[src/rtl/fetch_unit.sv]
// fetch_unit: instruction fetch stage between the instruction ROM and decode.
// Owns the PC, issues one ROM word read per cycle, and buffers the ROM's
// one-cycle-late responses in a 2-entry FIFO so decode stalls never drop or
// duplicate a word. A one-cycle REDIRECT flushes everything in flight and
// issues the target in the same cycle.
//
// Ports:
//   CLK, RST_N        clock, asynchronous active-low reset
//   REDIRECT          one-cycle restart request
//   REDIRECT_PC       byte target of the restart (bits [1:0] forced to 0)
//   IMEM_RDEN         ROM read enable (combinational)
//   IMEM_ADDR         ROM word address (combinational)
//   IMEM_DATA         ROM read data, valid the cycle after IMEM_RDEN
//   INSTR_VALID       buffer head holds an instruction
//   INSTR_READY       decode accepts the head this cycle
//   INSTR, INSTR_PC   head instruction word and its byte address
module fetch_unit #(
  parameter int unsigned ADDR_DEPTH = 14,
  parameter logic [31:0] RESET_PC   = 32'h0000_0000
) (
  input  logic                  CLK,
  input  logic                  RST_N,
  input  logic                  REDIRECT,
  input  logic [31:0]           REDIRECT_PC,
  output logic                  IMEM_RDEN,
  output logic [ADDR_DEPTH-1:0] IMEM_ADDR,
  input  logic [31:0]           IMEM_DATA,
  output logic                  INSTR_VALID,
  input  logic                  INSTR_READY,
  output logic [31:0]           INSTR,
  output logic [31:0]           INSTR_PC
);

  localparam int unsigned XLEN  = 32;
  localparam int unsigned DEPTH = 2;
  localparam int unsigned CNT_W = 2;

  logic [XLEN-1:0]  pc_q, pc_d;
  logic             pend_q, pend_d;
  logic [XLEN-1:0]  pend_pc_q, pend_pc_d;
  logic [XLEN-1:0]  fifo_instr_q [DEPTH];
  logic [XLEN-1:0]  fifo_instr_d [DEPTH];
  logic [XLEN-1:0]  fifo_pc_q [DEPTH];
  logic [XLEN-1:0]  fifo_pc_d [DEPTH];
  logic             rd_ptr_q, rd_ptr_d;
  logic             wr_ptr_q, wr_ptr_d;
  logic [CNT_W-1:0] count_q, count_d;

  logic             pop;
  logic             push;
  logic             issue;
  logic [2:0]       occ;
  logic [XLEN-1:0]  target;
  logic [XLEN-1:0]  issue_pc;

  assign INSTR_VALID = (count_q != '0);
  assign INSTR       = fifo_instr_q[rd_ptr_q];
  assign INSTR_PC    = fifo_pc_q[rd_ptr_q];

  // Issue decision, ROM request and next-state for PC, in-flight tag and FIFO.
  always_comb begin
    pop        = INSTR_VALID & INSTR_READY;
    push       = pend_q & ~REDIRECT;
    target     = REDIRECT_PC & ~32'h3;
    occ        = 3'(count_q) + 3'(pend_q);
    // Buffered plus in-flight words after this cycle's pop must leave a slot
    // for the word requested now; a pop in the same cycle frees one.
    issue      = REDIRECT | (occ <= (3'd1 + 3'(pop)));
    issue_pc   = REDIRECT ? target : pc_q;
    IMEM_RDEN  = RST_N & issue;
    IMEM_ADDR  = issue_pc[ADDR_DEPTH+1:2];

    pc_d         = pc_q;
    pend_d       = issue;
    pend_pc_d    = pend_pc_q;
    fifo_instr_d = fifo_instr_q;
    fifo_pc_d    = fifo_pc_q;
    rd_ptr_d     = rd_ptr_q;
    wr_ptr_d     = wr_ptr_q;
    count_d      = count_q;

    if (issue) begin
      pc_d      = issue_pc + 32'd4;
      pend_pc_d = issue_pc;
    end

    if (push) begin
      fifo_instr_d[wr_ptr_q] = IMEM_DATA;
      fifo_pc_d[wr_ptr_q]    = pend_pc_q;
    end

    // Redirect drops buffered words and the response still in flight.
    if (REDIRECT) begin
      count_d  = '0;
      rd_ptr_d = 1'b0;
      wr_ptr_d = 1'b0;
    end else begin
      count_d  = count_q + CNT_W'(push) - CNT_W'(pop);
      rd_ptr_d = rd_ptr_q ^ pop;
      wr_ptr_d = wr_ptr_q ^ push;
    end
  end

  // State registers.
  always_ff @(posedge CLK or negedge RST_N) begin
    if (!RST_N) begin
      pc_q         <= RESET_PC;
      pend_q       <= 1'b0;
      pend_pc_q    <= '0;
      fifo_instr_q <= '{default: '0};
      fifo_pc_q    <= '{default: '0};
      rd_ptr_q     <= 1'b0;
      wr_ptr_q     <= 1'b0;
      count_q      <= '0;
    end else begin
      pc_q         <= pc_d;
      pend_q       <= pend_d;
      pend_pc_q    <= pend_pc_d;
      fifo_instr_q <= fifo_instr_d;
      fifo_pc_q    <= fifo_pc_d;
      rd_ptr_q     <= rd_ptr_d;
      wr_ptr_q     <= wr_ptr_d;
      count_q      <= count_d;
    end
  end

endmodule
[config.mk]
export PLATFORM = sky130hd
export DESIGN_NAME = fetch_unit
export DESIGN_NICKNAME = d
export VERILOG_FILES = /design/src/rtl/fetch_unit.sv
export SDC_FILE = /design/constraint.sdc
export NUM_CORES = 1
export LEC_CHECK = 0
export ABC_AREA = 1
export CAP_MARGIN = 25
export CELL_PAD_IN_SITES_DETAIL_PLACEMENT = 1
export CELL_PAD_IN_SITES_GLOBAL_PLACEMENT = 1
export CORE_MARGIN = 4
export CORE_UTILIZATION = 40
export DETAILED_ROUTE_END_ITERATION = 12
export PLACE_DENSITY = 0.84
export SETUP_SLACK_MARGIN = 0.4
export SLEW_MARGIN = 40
export SYNTH_ARGS = -nofsm -noshare
export SYNTH_HDL_FRONTEND = slang
export SYNTH_SLANG_ARGS = --single-unit
export TNS_END_PERCENT = 5
[constraint.sdc]
create_clock -name CLK -period 3.5 [get_ports CLK]
set_clock_uncertainty 0.1 [all_clocks]
set_input_delay 0.35 -clock CLK [delete_from_list [all_inputs] [get_ports CLK]]
set_output_delay 0.35 -clock CLK [all_outputs]
set_load 0.05 [all_outputs]
Word level (Yosys, flattened, before mapping):

Index checks and enable logic that the tools add are counted.
W data, S select, Z words.

* register bits after elaboration: 197
* input port bits: 68

* add/subtract/negate cells: 5
* order comparisons: 4
* muxes and demuxes: 14
* bitwise gates (word level): 9
* reductions and logical operators: 2

Operators by type and width (count)
* $mux W32: 8
* $bwmux W64: 2
* $add A32 B3 Y32 const B: 1
* $demux W32 S1: 1
* $ge A2 B2 Y1 const B: 2
* $not A1 Y2: 2
* $add A2 B1 Y3: 1
* $and A1 B1 Y1: 3
* $le A3 B2 Y1: 1
* $add A1 B1 Y2 const A: 1
* $add A2 B1 Y2: 1
* $lt A2 B1 Y1 const B: 1
* $mux W1: 2
* $mux W2: 1
* $reduce_bool A2 Y1: 1
* $sub A2 B1 Y2: 1
* $xor A1 B1 Y1: 2
* $logic_and A1 B1 Y1: 1
* $not A1 Y1: 1
* $or A1 B1 Y1: 1

Depth between registers and ports, before layout:

Gate-level depths: netlist of the first run.

* depth in word-level cells: 6
* depth in mapped cells: 13
* gate-level depth less buffers: 12

Least setup slack after synthesis of the first run:

No wires, ideal clock.

* kind: reg-to-output
* from: register count_q[1]
* to: output IMEM_RDEN
* arrival time: 2.809 ns
* data required time: 3.050 ns
* path slack: 0.241 ns
* stages on the path, launching flop included: 13
* cells stage by stage: dfrtp_1 or2_2 nand2_1 inv_1 fa_1 nor2_1 inv_1 o21ai_0 nand2_1 inv_1 buf_2 buf_2 nor2_1

* longest elaborated chain between the ends: 6
* elaborated cells between the ends (all ways): 7

Ends and longest elaborated chain
* start, declared: RTL line 47 `logic [CNT_W-1:0] count_q, count_d;`
* start signal, assigned: RTL line 123 `count_q <= count_d;`
* $reduce_bool A2 Y1: RTL line 56 `assign INSTR_VALID = (count_q != '0);`
* named net INSTR_VALID: RTL line 28 `output logic INSTR_VALID,`
* $and A1 B1 Y1: RTL line 62 `pop = INSTR_VALID & INSTR_READY;`
* $add A1 B1 Y2: RTL line 68 `issue = REDIRECT | (occ <= (3'd1 + 3'(pop)));`
* $le A3 B2 Y1: RTL line 68
* $or A1 B1 Y1: RTL line 68
* $and A1 B1 Y1: RTL line 70 `IMEM_RDEN = RST_N & issue;`
* end, declared: RTL line 25 `output logic IMEM_RDEN,`

The timed path passes the listed nets, and every way through them passes these cells.

Final worst setup path of the first run:

* from: register rd_ptr_q
* to: output INSTR[15]

* longest elaborated chain between the ends: 4

Ends and longest elaborated chain
* start, declared: RTL line 45 `logic rd_ptr_q, rd_ptr_d;`
* start signal, assigned: RTL line 121 `rd_ptr_q <= rd_ptr_d;`
* $not A1 Y2 (not written as such): RTL line 57 `assign INSTR = fifo_instr_q[rd_ptr_q];`
* $mux W32 (not written as such) (3 in a row): RTL line 57
* end, declared: RTL line 30 `output logic [31:0] INSTR,`

Every way passes these cells. The select of a mux whose other input is x is not followed.

==> results of run 1 <==
metrics by stage:
step                setup WS, ps  power (W)
detailed placement           355     0.0100
global placement             341    0.00975
CTS                          368     0.0121
floorplan                    470    0.00789
global route                 378     0.0128
finish                       523     0.0120
cells in the mapped netlist (5+ instances only):
cell,number
inv_1,106
nand2_1,318
nor2_1,56
nand3_1,41
dfrtp_1,189
ha_1,8
a31oi_1,7
buf_4,18
xor2_1,6
nor2_4,5
o211ai_1,7
o21ai_0,145
mux2_2,61
buf_2,11
nand2_4,6
nor2_2,7
nand2_2,19
clkbuf_1,35
repair_timing:
item / CTS / global route
hold endpoints to repair: 76 / 0
setup endpoints to repair: 17 / 5
pin swaps: 0 / 0
hold buffers: 1 / 0
resized for setup: 1 / 1
cloned: 0 / 0
setup buffers: 1 / 3
layout make-up:
cell class	count	area (um2)	area share
Multi-Input combinational cell	705	3720	0.320
Tap cell	285	357	0.0307
Inverter	107	402	0.0346
Sequential cell	189	4730	0.407
Timing Repair Buffer	162	1820	0.156
Clock inverter	14	169	0.0145
Clock buffer	17	425	0.0366
tightest hold or removal path, delay by kind of cell (launching register included):
family | cells | cell delay, ps
DFF | 1 | 340
and+or+nand+nor | 2 | 110
sequential cells by signal (all words and copies together), names as in the netlist:
register,count
pc_q,30
fifo_instr_q,64
pend_q,1
count_q,2
fifo_pc_q,60
wr_ptr_q,1
rd_ptr_q,1
pend_pc_q,30
worst min-delay path by stage:
stage / slack (ps) / from / endpoint / cells after the start
2_1_floorplan: -50 / RST_N / count_q[0] / 0
6_report: 380 / pc_q[28] / pc_q[28] / 2
4_1_cts: 380 / pc_q[31] / pc_q[31] / 2
5_1_grt: 400 / pc_q[3] / pc_q[3] / 2
3_5_place_dp: 350 / RST_N / fifo_pc_q[35] / 1
3_3_place_gp: 340 / RST_N / fifo_pc_q[35] / 1
per-layer routing:
| layer | up-vias | global-route usage | wire, um |
|---|---|---|---|
| li1 | 3587 | - | - |
| met1 | 3717 | 0.268 | 11600 |
| met2 | 146 | 0.337 | 12300 |
| met3 | 16 | 0.0348 | 898 |
| met4 | 2 | 0.0438 | 196 |
| met5 | - | 0 | 13 |
cells by family (layout without fill, tap and decap cells):
group | count (synthesis) | after routing | share of synthesized area
AOI/OAI and AO/OA | 163 | 163 | 0.0928
buffers and inverters | 177 | 300 | 0.0852
other | 1 | 2 | 0.000407
xor gates and xnor gates | 8 | 8 | 0.00761
and+or+nand+nor | 462 | 462 | 0.213
DFF | 189 | 189 | 0.514
muxes | 61 | 61 | 0.0746
adders and majority gates | 9 | 9 | 0.0130
power by group:
| group | internal [W] | switching [W] | leakage, nW | total (W) |
|---|---|---|---|---|
| sequential | 0.00323 | 0.000562 | 2.31 | 0.00379 |
| clock | 0.00113 | 0.000859 | 0.295 | 0.00198 |
| combinational | 0.00215 | 0.00411 | 2.60 | 0.00625 |
==> impl_metrics.tcl, run 1 <==
set metrics [dict create \
    hold_viol_final 0 \
    p_per_area_nw_per_um2 1040 \
    grt_setup_unrepaired "true" \
    vias 7468 \
    grt_max_degree 114 \
    ff2ff_setup_slack_ps 760 \
    cts_root_buffer "clkbuf_16" \
    mostFrequentLayoutCells "317 x nand2_1, 188 x dfrtp_1, 145 x o21ai_0, 127 x clkdlybuf4s50_1, 105 x inv_1" \
    num_antenna_cells 0 \
    setup_viol 0 \
    reg2reg_depth 12 \
    final_core_util 0.513 \
    avgRoutedWirePerCell_um 16.9 \
    grt_pass1_wl_mm 41.5 \
    finalInstanceArea_um2 11600 \
    coreArea_um2 22600 \
    die_h_um 160 \
    min_period_ps 2980 \
    fp.dieArea_um2 25500 \
    end_kind "primary output" \
    grt_pass1_vias 8056 \
    slew_headroom 0.538 \
    syn_inst 1070 \
    crit_type "reg -> out" \
    gr-usage-all-layers 0.199 \
    grt_overflow 0 \
    synth_ff_type "dfrtp_1" \
    synth_edf_count 0 \
    cp_max_fo 64 \
    fin_cells 1479 \
    fillCellCount 2593 \
    irDropWorstVdd_mv 0.567 \
    grt_antenna_before_repair 1 \
    slew_viol_final 0 \
    place_congestion 0.813 \
    postPlaceCellArea_um2 11000 \
    routed_wl_mm 25.0 \
    clk_pin_slew_ps 70 \
    dpl.hpwl_mm 17.1 \
    worstReg2RegStart "count_q[1]" \
    via_per_inst 5.05 \
    fin_crit_sh 0.851 \
    die_w_um 160 \
    syn_area_per_cell_um2 8.60 \
    dp.cells 1443 \
    cap_violations 0 \
    critPathMaxStageDelay_ps 870 \
    firstDrtPassIters 4 \
    yosysTopAreaCell "dfrtp_1" \
    clock_latency_ps 430 \
    yosys.area.top_type_share 0.514 \
    cp_num_buf_inv 2 \
    io_pins 148 \
    cts_tree "yes" \
    synth_area_leaders "dfrtp_1 51%, nand2_1 13%, o21ai_0 7.9%" \
    crit_path_start "rd_ptr_q" \
    ys_ff_latch 189 \
    seq_area_frac_synth 0.514 \
    final.setup.tns_ps 0 \
    synth.cell_area_um2 9210 \
    numPortBuffers 143 \
    drc_errors 0 \
    async_reset_ff_frac 1.00 \
    htreeDepth 4 \
    mostFrequentLayoutCell "nand2_1" \
    drtIter0Drc 362 \
    rows 55 \
    arrival_ps 2530 \
    cts_buffer_depth 2 \
    finalHoldWorstSlack_ps 384 \
    hold_path_class "reg -> reg" \
    worstPathRequired_ps 3050 \
    endpoint "INSTR[15]" \
    leakage_nw 5.21 \
    layout-drive-gt1-share 0.147 \
    startpoint_type "register" \
    outcome "finished clean" \
    start_util 0.407 \
    worst_slew_pin_slew_ps 693 \
    final_antenna_net_count 0 \
    final_nets 1259 \
    yosysWarningCount 0 \
    cts.sinks 189 \
    slowest_stage "clkdlybuf4s50_1" \
    cpLargestDelayFamily "buffers and inverters" \
    numCtsBuffers 17 \
    cp.depth 4 \
    rr_endpoint "pc_q[24]" \
    synth_cell_types 33 \
    syn_to_final_growth_pct 26.2 \
    clock.fmax_mhz 336 \
    path_cells "buf_12, nand2_1, o21ai_0, clkdlybuf4s50_1" \
]
No activity file was read; power rests on OpenSTA's default activity.
==> inputs of run 2 (changes only) <==
--- a/config.mk
+++ b/config.mk
@@ -6,6 +6,7 @@
 export NUM_CORES = 1
 export LEC_CHECK = 0
 export ABC_AREA = 1
+export ABC_CLOCK_PERIOD_IN_PS = 3500
 export CAP_MARGIN = 25
 export CELL_PAD_IN_SITES_DETAIL_PLACEMENT = 1
 export CELL_PAD_IN_SITES_GLOBAL_PLACEMENT = 1
==> results of run 2 <==
Same layout as run 1: the final DEF is identical, and so are final timing and power.
==> inputs of run 3 (changes only) <==
--- a/config.mk
+++ b/config.mk
@@ -11,9 +11,10 @@
 export CELL_PAD_IN_SITES_DETAIL_PLACEMENT = 1
 export CELL_PAD_IN_SITES_GLOBAL_PLACEMENT = 1
 export CORE_MARGIN = 4
-export CORE_UTILIZATION = 40
+export CORE_UTILIZATION = 42
+export CTS_BUF_LIST = sky130_fd_sc_hd__clkbuf_4
 export DETAILED_ROUTE_END_ITERATION = 12
-export PLACE_DENSITY = 0.84
+export PLACE_DENSITY = 0.88
 export SETUP_SLACK_MARGIN = 0.4
 export SLEW_MARGIN = 40
 export SYNTH_ARGS = -nofsm -noshare
==> run 3 against run 2 <==
Register-to-register slack got worse by 80 ps. Flip-flop and latch count did not move. First-iteration DRC count rose by 0.55%. Sequential power barely moved. Critical path depth did not move. Clock-buffer cell count did not move. Critical path type unchanged. Largest cell class unchanged.
==> impl_metrics.tcl, run 3 (same netlist as run 1, synthesis figures left out) <==
set metrics [dict create \
    largest_reg_flops 64 \
    postPlaceCellArea_um2 11000 \
    num_antenna_cells 0 \
    top_regs "fifo_instr_q: 64 flops, fifo_pc_q: 60 flops" \
    final_nets 1263 \
    critPathMaxStageDelay_ps 870 \
    postLayoutSetupSlackWorst_ps 356 \
    irDropWorstVdd_mv 0.472 \
    cp_max_fo 64 \
    htreeDepth 4 \
    grt_pass1_vias 8179 \
    numCtsBuffers 17 \
    cpLargestDelayFamily "buffers and inverters" \
    die_h_um 156 \
    worstPathRequired_ps 3050 \
    rows 53 \
    slew_viol_final 0 \
    slowest_stage "clkdlybuf4s50_1" \
    place_ws_ps 395 \
    grt_setup_unrepaired "true" \
    routed_wl_mm 24.3 \
    syn_to_final_growth_pct 23.0 \
    io_pins 148 \
    avgRoutedWirePerCell_um 16.5 \
    path_cells "buf_12, nand2_1, o21ai_0, clkdlybuf4s50_1" \
    grt_overflow 0 \
    firstDrtPassIters 4 \
    worst_slew_pin_slew_ps 629 \
    max_flop_register "fifo_instr_q" \
    dpl.hpwl_mm 17.4 \
    fp.dieArea_um2 24400 \
    hold_viol_final 0 \
    numPortBuffers 143 \
    fillCellCount 2485 \
    clk_pin_slew_ps 160 \
    drtIter0Drc 364 \
    via_per_inst 5.14 \
    clock.fmax_mhz 318 \
    arrival_ps 2690 \
    cts.sinks 189 \
    final.setup.tns_ps 0 \
    cp_num_buf_inv 2 \
    die_w_um 156 \
    cts_tree "yes" \
    place_congestion 0.836 \
    slew_headroom 0.581 \
    fin_crit_sh 0.898 \
    final_core_util 0.532 \
    startpoint_type "register" \
    setup_viol 0 \
    mostFrequentLayoutCells "317 x nand2_1, 188 x dfrtp_1, 145 x o21ai_0, 125 x clkdlybuf4s50_1, 105 x inv_1" \
    gr-usage-all-layers 0.206 \
    cts_buffer_depth 2 \
    cts_root_buffer "clkbuf_4" \
    grt_antenna_before_repair 0 \
    cap_violations 0 \
    layout-drive-gt1-share 0.150 \
    finalInstanceArea_um2 11300 \
    crit_type "reg -> out" \
    leakage_nw 5.09 \
    coreArea_um2 21300 \
    final_antenna_net_count 0 \
    grt_max_degree 76 \
    grt_pass1_wl_mm 40.8 \
    vias 7570 \
    hold_path_class "in -> async" \
    drc_errors 0 \
    clock_latency_ps 590 \
    mostFrequentLayoutCell "nand2_1" \
    start_util 0.432 \
    min_period_ps 3140 \
    p_per_area_nw_per_um2 987 \
    outcome "finished clean" \
    end_kind "primary output" \
]
==> run 3: cell count changes in the layout (fill, tap and decap cells not counted), sizes merged <==
cell	delta
inv	+5
buf	+4
bufinv	-3
clkinv	-3
clkdlybuf4s50	-2
clkinvlp	+2
dlygate4sd2	+1
dlymetal6s2s	+1
==> run 3: stage by stage <==
stage               hold slack (ps)  power [W]  cells
finish                          247     0.0112   1474
global route                    211     0.0120   1474
CTS                             192     0.0113   1474
detailed placement              315     0.0101   1437
global placement                318    0.00976   1435
floorplan                     -45.6    0.00789   1071
==> run 3: worst paths after layout <==
kind / end / slack [ps] / cells past startpoint / startpoint
worst max-delay path: INSTR[28] / 360 / 4 / rd_ptr_q
min in group CLK: fifo_instr_q[56] / 250 / 3 / IMEM_DATA[24]
max in group asynchronous: fifo_pc_q[62] / 2010 / 3 / RST_N
worst min register to register: pc_q[3] / 400 / 2 / pc_q[3]
worst min-delay path: fifo_instr_q[16] / 250 / 2 / RST_N
worst max register to register: pc_q[26] / 680 / 14 / count_q[0]
==> run 3: routing by layer <==
metal | part of all wire | GRT usage | vias up | wire (um)
met3 | 0.047 | 0.0355 | 32 | 1130
met1 | 0.45 | 0.275 | 3769 | 11000
li1 | - | - | 3600 | -
met5 | 0 | 0 | - | 0
met4 | 0.015 | 0.0525 | 0 | 371
met2 | 0.48 | 0.350 | 169 | 11700
==> run 3: where the power goes <==
group	internal [W]	switching (W)	total [W]	leakage, nW
registers	0.00321	0.000558	0.00377	2.31
logic	0.00219	0.00409	0.00628	2.64
clock network	0.000304	0.000821	0.00112	0.134
total	0.00571	0.00547	0.0112	5.09
==> run 3: area by class of cell <==
type                       instances  area [um2]  share of cell area
clock inverter                    15         125              0.0110
multi-input combinational        705        3730               0.329
sequential                       189        4730               0.418
clock buffer                      17         128              0.0113
inverter                         107         404              0.0357
timing repair buffer             166        1860               0.164
tap                              275         344              0.0304
==> run 3: timing repair <==
item                       CTS  global route
buffers inserted             4             0
pin swaps                    0             2
hold buffers                 1             0
gates resized for setup      4             3
hold endpoints to repair    70             0
setup endpoints to repair   34            59
